### config.mk
export PLATFORM = sky130hd
export DESIGN_NAME = bin_to_bcd_seq
export DESIGN_NICKNAME = d
export VERILOG_FILES = /design/src/rtl/calc_pkg.sv /design/src/rtl/bcd_digit_adj.sv /design/src/rtl/bin_to_bcd_seq.sv
export SDC_FILE = /design/constraint.sdc
export NUM_CORES = 1
export LEC_CHECK = 0
export ABC_AREA = 1
export CAP_MARGIN = 20
export CORE_ASPECT_RATIO = 1.2
export CORE_MARGIN = 1
export CORE_UTILIZATION = 40
export DETAILED_ROUTE_END_ITERATION = 7
export DONT_BUFFER_PORTS = 1
export GPL_TIMING_DRIVEN = 0
export HOLD_SLACK_MARGIN = 0.03
export PLACE_DENSITY = 0.56
export RECOVER_POWER = 50
export SYNTH_ARGS = -nofsm -noshare
export SYNTH_HDL_FRONTEND = slang
export SYNTH_SLANG_ARGS = --single-unit
### constraint.sdc
create_clock -name clk -period 2.3 [get_ports clk]
set_clock_uncertainty 0.05 [all_clocks]
set_input_delay 0.23 -clock clk [delete_from_list [all_inputs] [get_ports clk]]
set_output_delay 0.23 -clock clk [all_outputs]
set_load 0.02 [all_outputs]
### src/rtl/calc_pkg.sv
// Shared definitions for the calculator result path: op codes, converter
// FSM states and the BCD digit type.
package calc_pkg;

   // Op codes carried alongside every arithmetic result
   localparam logic [1:0] OP_ADD = 2'b00;
   localparam logic [1:0] OP_SUB = 2'b01;
   localparam logic [1:0] OP_MUL = 2'b10;
   localparam logic [1:0] OP_DIV = 2'b11;

   // Binary-to-BCD converter sequencing
   typedef enum logic [1:0] {
      IDLE   = 2'd0,
      SHIFT  = 2'd1,
      FINISH = 2'd2
   } state_t;

   // One packed decimal digit
   typedef logic [3:0] bcd_t;

endpackage

### src/rtl/bcd_digit_adj.sv
// Double-dabble digit correction: a nibble of 5 or more gets +3 so that the
// following left shift carries correctly into the next decimal digit. The
// add stays inside the nibble and never carries out.
module bcd_digit_adj
   import calc_pkg::*;
(
   input  bcd_t din,
   output bcd_t dout
);

   // Add-3 correction applied before each shift
   always_comb begin
      dout = din;
      if (din >= 4'd5) begin
         dout = din + 4'd3;
      end
   end

endmodule

### src/rtl/bin_to_bcd_seq.sv
// Sequential binary-to-BCD converter for the calculator result path.
// One double-dabble step per clock: IN_W shift cycles plus one cycle to
// publish the digits. A guard digit above the NDIG displayed digits flags
// magnitudes that do not fit on the display.
module bin_to_bcd_seq
   import calc_pkg::*;
#(
   parameter int IN_W = 14,
   parameter int NDIG = 4
) (
   input  logic            clk,
   input  logic            rst,
   input  logic            start,
   input  logic [1:0]      en,
   input  logic [IN_W-1:0] num,
   output logic            busy,
   output logic            done,
   output logic [3:0]      dig3,
   output logic [3:0]      dig2,
   output logic [3:0]      dig1,
   output logic [3:0]      dig0,
   output logic            neg,
   output logic            ovf
);

   localparam int CNT_W = $clog2(IN_W + 1);
   localparam int BCD_W = 4 * (NDIG + 1);

   state_t                  state_q;
   logic [CNT_W-1:0]        cnt_q;
   logic [BCD_W-1:0]        bcd_q;
   logic [IN_W-1:0]         mag_q;
   logic                    neg_q;
   logic                    lost_q;

   logic signed [IN_W-1:0]  num_s;
   logic                    is_neg;
   logic [IN_W-1:0]         mag_in;
   logic [BCD_W-1:0]        bcd_adj;

   // Only subtraction results are two's complement; negation wraps in IN_W
   // bits so the most negative input becomes +2^(IN_W-1).
   assign num_s  = num;
   assign is_neg = (en == OP_SUB) && num[IN_W-1];
   assign mag_in = is_neg ? $unsigned(-num_s) : num;

   // Add-3 correction on every accumulator digit, guard digit included
   for (genvar g = 0; g < NDIG + 1; g++) begin : g_adj
      bcd_digit_adj u_adj (
         .din  (bcd_q[4*g +: 4]),
         .dout (bcd_adj[4*g +: 4])
      );
   end

   // Conversion sequencer: capture operands, run IN_W shift steps, publish
   always_ff @(posedge clk or posedge rst) begin
      if (rst) begin
         state_q <= IDLE;
         cnt_q   <= '0;
         bcd_q   <= '0;
         mag_q   <= '0;
         neg_q   <= 1'b0;
         lost_q  <= 1'b0;
         busy    <= 1'b0;
      end else begin
         case (state_q)
            IDLE: begin
               if (start) begin
                  mag_q   <= mag_in;
                  neg_q   <= is_neg;
                  bcd_q   <= '0;
                  lost_q  <= 1'b0;
                  cnt_q   <= CNT_W'(IN_W);
                  busy    <= 1'b1;
                  state_q <= SHIFT;
               end
            end
            SHIFT: begin
               // A bit falling off the guard digit only happens if IN_W is
               // raised beyond what the guard covers; keep it as overflow.
               bcd_q  <= {bcd_adj[BCD_W-2:0], mag_q[IN_W-1]};
               lost_q <= lost_q | bcd_adj[BCD_W-1];
               mag_q  <= {mag_q[IN_W-2:0], 1'b0};
               cnt_q  <= cnt_q - CNT_W'(1);
               if (cnt_q == CNT_W'(1)) begin
                  state_q <= FINISH;
               end
            end
            FINISH: begin
               busy    <= 1'b0;
               state_q <= IDLE;
            end
            default: begin
               busy    <= 1'b0;
               state_q <= IDLE;
            end
         endcase
      end
   end

   // Result registers: updated only on the publish cycle, otherwise held
   always_ff @(posedge clk or posedge rst) begin
      if (rst) begin
         done <= 1'b0;
         dig3 <= '0;
         dig2 <= '0;
         dig1 <= '0;
         dig0 <= '0;
         neg  <= 1'b0;
         ovf  <= 1'b0;
      end else begin
         done <= (state_q == FINISH);
         if (state_q == FINISH) begin
            dig3 <= bcd_q[15:12];
            dig2 <= bcd_q[11:8];
            dig1 <= bcd_q[7:4];
            dig0 <= bcd_q[3:0];
            neg  <= neg_q;
            ovf  <= (bcd_q[4*NDIG +: 4] != 4'd0) || lost_q;
         end
      end
   end

endmodule

==> summary.md <==
| Metric | Value |
|---|---|
| Status | finished with violations |
| Failing checks | DRC |
| Post-synthesis adder-cell area fraction | 0.0541 |
| Via Count | 2603 |
| Synth cell types | 27 |
| CTS sink count | 62 |
| Placed cell count | roughly 500 |
| Hold_ws | 0.0390 ns |
| Area of the mapped netlist | between 3000 and 4000 sq um |
| Synth area leaders | dfrtp_1 (48%), nand2_1 (11%), o21ai_0 (6.6%), inv_1 (5.8%), nand3_1 (5.6%) |
| Detail Route Antenna Nets | 0 |
| Synthesis Warnings | 0 |
| H-Tree Depth | 3 |
| Total Die Area | roughly 8500 sq um |
| CTS tree | built |
| CTS max path bufs | 2 |
| Largest net degree at the start of global routing | 40 |
| Synth top area share | 0.479 |
| Core ar. | about 7800 sq um |
| Storage cell area | between 1500 and 2000 sq um |
| FFs w/ async S/R, synth | 1.00 |
| Filler Cell Count | about 780 |
| Worst-path clk slew | roughly 0.07 ns |
| GRT Overall Usage | 0.180 |
| Grt met1 use | 0.211 |
| Fin crit share | 0.677 |
| Number of synthesized flops with an enable pin | 0 |
| RSZ-0062 raised after global routing | no |
| Initial antenna violation count | 0 |
| Final GP Congestion | 0.802 |
| Synth Area in Compound Gates | 0.162 |
| Worst vdd ir | about 0.37 mV |
| Busiest grt layer | met2 |
| Pleak | around 1.8 nW |
| Via density | slightly above 5 |
| # port buffers | 0 |
| Initial Util | 0.418 |
| Worst Setup SP | bcd_q[4] |
| Multi-input logic area | about 1400 sq um |
| Total Neg Setup Slack | 0 ns |
| Design Area, Final | ~3700 sq um |
| Post-Syn Instances | 395 |
| Total wire length | between 6 and 7 mm |
| Place WS | ~0.77 ns |
| Worst R2R Setup Slack | between 0.7 and 0.8 ns |
| Register area share after synthesis | 0.479 |
| Worst slew pin tran | between 0.9 and 1 ns |
| P per Cell Area | 1390 nW/um^2 |
| Maximum Capacitance Violations | 0 |
| Synth-to-Final Area Change | 13.1% |
| Most common cell on crit path | inv_1 |
| DRT iter0 DRCs | roughly 150 |
| Final #Nets | 444 |
| Period minus WS final | ~1.6 ns |
| Critical Path Start Type | flip-flop |
| Synth area leader | dfrtp_1 |
| Die height | between 100 and 150 microns |
| CTS Buf Count | 9 |
| Worst slew margin | 0.381 |
| Worst Reg2Reg Path Length in Cells | 9 |
| Diodes inserted | 0 |
| Achievable Freq | 642 MHz |
| Share of cells above drive strength 1 | 0.0841 |
| Worst EP arrival | between 1.5 and 2 ns |
| Mux contribution to synthesized area | 0 |
| Grt total ovfl | 0 |
| Syn avg cell area | roughly 8 sq um |
| Hold wc startpoint | num[12] |
| Top_reg_cell synth | dfrtp_1 |
| Fin. Hold Viols | 0 |
| Slowest stage cell on the critical path | dfrtp_1 |
| Synth Area in Simple Gates | 0.206 |
| CP Class | flip-flop to flip-flop |
| Final setup viols | 0 |
| Slew Limit Fails | 0 |
| Placed cell areas | around 3400 sq um |
| Hold Crit Class | input port to flip-flop |
| Min-Delay Path Depth | 3 |
| Worst-Skew Late Latency | 0.34 ns |
| Crit path largest cell delay | ~0.38 ns |
| Syn_nets | between 400 and 500 |
| First-pass GRT wire length | around 12 mm |
| Worst path cell trace | inv_1 -> ha_1 -> inv_1 -> nor2_1 -> o21ai_0 -> inv_1 -> nand2_1 -> nand3_1 -> o21ai_1 |
| I/O pin count | 39 |
| Largest family of logic cells by synthesized area | simple AND/OR/NAND/NOR gates |
| Critical path depth in cells | 9 |
| Number of global-route vias before repair | roughly 2700 |
| Wire per inst | about 13 microns |
| Met3 Usage GRT | 0.0344 |
| Drt drc | 6 |
| Worst Path Max Fanout | 5 |
| Die extent in x | between 80 and 90 microns |
| Synth Register Bits | 62 |
| CTS root buffer | clkbuf_8 |
| Post-detail-place hpwl | around 4.9 mm |
| WP data required | approximately 2.5 ns |
| Top Family by Delay on Critical Path | flip-flops |
| Worst r2r src | bcd_q[4] |
| Post-Synth XOR/XNOR Area | 0.0108 |
| CP bufs+invs | 3 |
| Finished Layout Cells | a little over 500 |
| Router iterations before antenna repair | 6 |
| Row count | 35 |
| Worst setup EP type | flip-flop |
| Met2 usage in global routing | 0.326 |
| Setup WS post-layout | about 0.74 ns |
==> placed cells by master (no fill, tap or decap) <==
| master | synthesis | layout |
|---|---|---|
| a21oi_1 | 11 | 11 |
| a22oi_1 | 14 | 14 |
| a41oi_1 | 1 | 1 |
| buf_12 | 0 | 1 |
| buf_2 | 4 | 4 |
| buf_4 | 2 | 2 |
| buf_6 | 3 | 3 |
| bufinv_16 | 0 | 3 |
| clkbuf_1 | 1 | 3 |
| clkbuf_2 | 1 | 1 |
| clkbuf_8 | 0 | 11 |
| dfrtp_1 | 62 | 62 |
| dlygate4sd3_1 | 0 | 4 |
| ha_1 | 14 | 14 |
| inv_1 | 50 | 50 |
| inv_2 | 5 | 5 |
| nand2_1 | 92 | 92 |
| nand2_2 | 1 | 1 |
| nand3_1 | 36 | 36 |
| nand3_2 | 1 | 1 |
| nand4_1 | 1 | 1 |
| nor2_1 | 21 | 21 |
| nor2_4 | 1 | 1 |
| nor2_8 | 1 | 1 |
| nor3_1 | 2 | 2 |
| o211ai_1 | 3 | 3 |
| o21ai_0 | 43 | 43 |
| o21ai_1 | 17 | 17 |
| o22ai_1 | 3 | 3 |
| o22ai_2 | 1 | 1 |
| xor2_1 | 4 | 4 |
==> registers in the layout (all words and copies together), names as in the netlist <==
register,cells
cnt_q,4
bcd_q,20
dig2,4
mag_q,14
ovf,1
busy,1
dig1,4
dig0,4
dig3,4
state_q,2
neg_q,1
done,1
lost_q,1
neg,1
==> logic make-up after synthesis <==
family	Yosys count
buffers and inverters	66
adders and majority gates	14
AOI/OAI and AO/OA	93
DFF	62
xor gates and xnor gates	4
and+or+nand+nor	156
==> layout make-up <==
cell class                      count  share of cell area
Multi-Input combinational cell    267               0.383
Timing Repair Buffer                5              0.0164
Inverter                           55              0.0564
Clock inverter                      3              0.0246
Tap cell                           92              0.0314
Sequential cell                    62               0.424
Clock buffer                       13              0.0434
Buffer                             11              0.0212
==> power by group <==
part,switching [mW],internal [mW]
Sequential,0.447,1.57
Combinational,1.15,0.742
Clock,0.411,0.781
Total,2.01,3.10
==> per-stage QoR <==
stage	total power, mW	utilization
2_1_floorplan	3.51	-
3_3_place_gp	3.91	0.432
3_5_place_dp	3.96	0.435
4_1_cts	5.18	0.472
5_1_grt	5.62	0.472
6_report	5.11	0.472
==> repair_timing <==
| action | 4_1_cts | 5_1_grt |
|---|---|---|
| hold buffers | 4 | 0 |
| setup buffers | 0 | 0 |
| resized for setup | 0 | 0 |
| endpoints found under the setup margin | 0 | 0 |
| endpoints found under the hold margin | 26 | 0 |
==> cell usage after synthesis (2+ instances only) <==
cell,number
ha_1,14
nor3_1,2
dfrtp_1,62
a21oi_1,11
buf_4,2
o22ai_1,3
buf_2,4
nand2_1,92
buf_6,3
inv_1,50
inv_2,5
o211ai_1,3
a22oi_1,14
xor2_1,4
nand3_1,36
nor2_1,21
o21ai_0,43
o21ai_1,17
==> final timing paths <==
path,endpoint
max in group asynchronous,bcd_q[11]
worst max register to register,bcd_q[6]
worst min register to register,lost_q
worst min-delay path,mag_q[12]
min in group asynchronous,dig0[1]
worst max-delay path,bcd_q[6]
==> per-layer routing <==
metal	up-vias	wire, microns
met5	-	0
met4	0	102
met3	8	222
met2	45	3400
met1	1213	2960
li1	1337	-
==> worst register-to-register path, stage by stage (launching register included) <==
cell     delay (ns)
dfrtp_1        0.38
inv_1          0.11
ha_1           0.22
inv_1          0.07
nor2_1         0.04
o21ai_0        0.28
inv_1          0.10
nand2_1        0.07
nand3_1        0.07
o21ai_1        0.09
(Power assumes the default switching activity.)
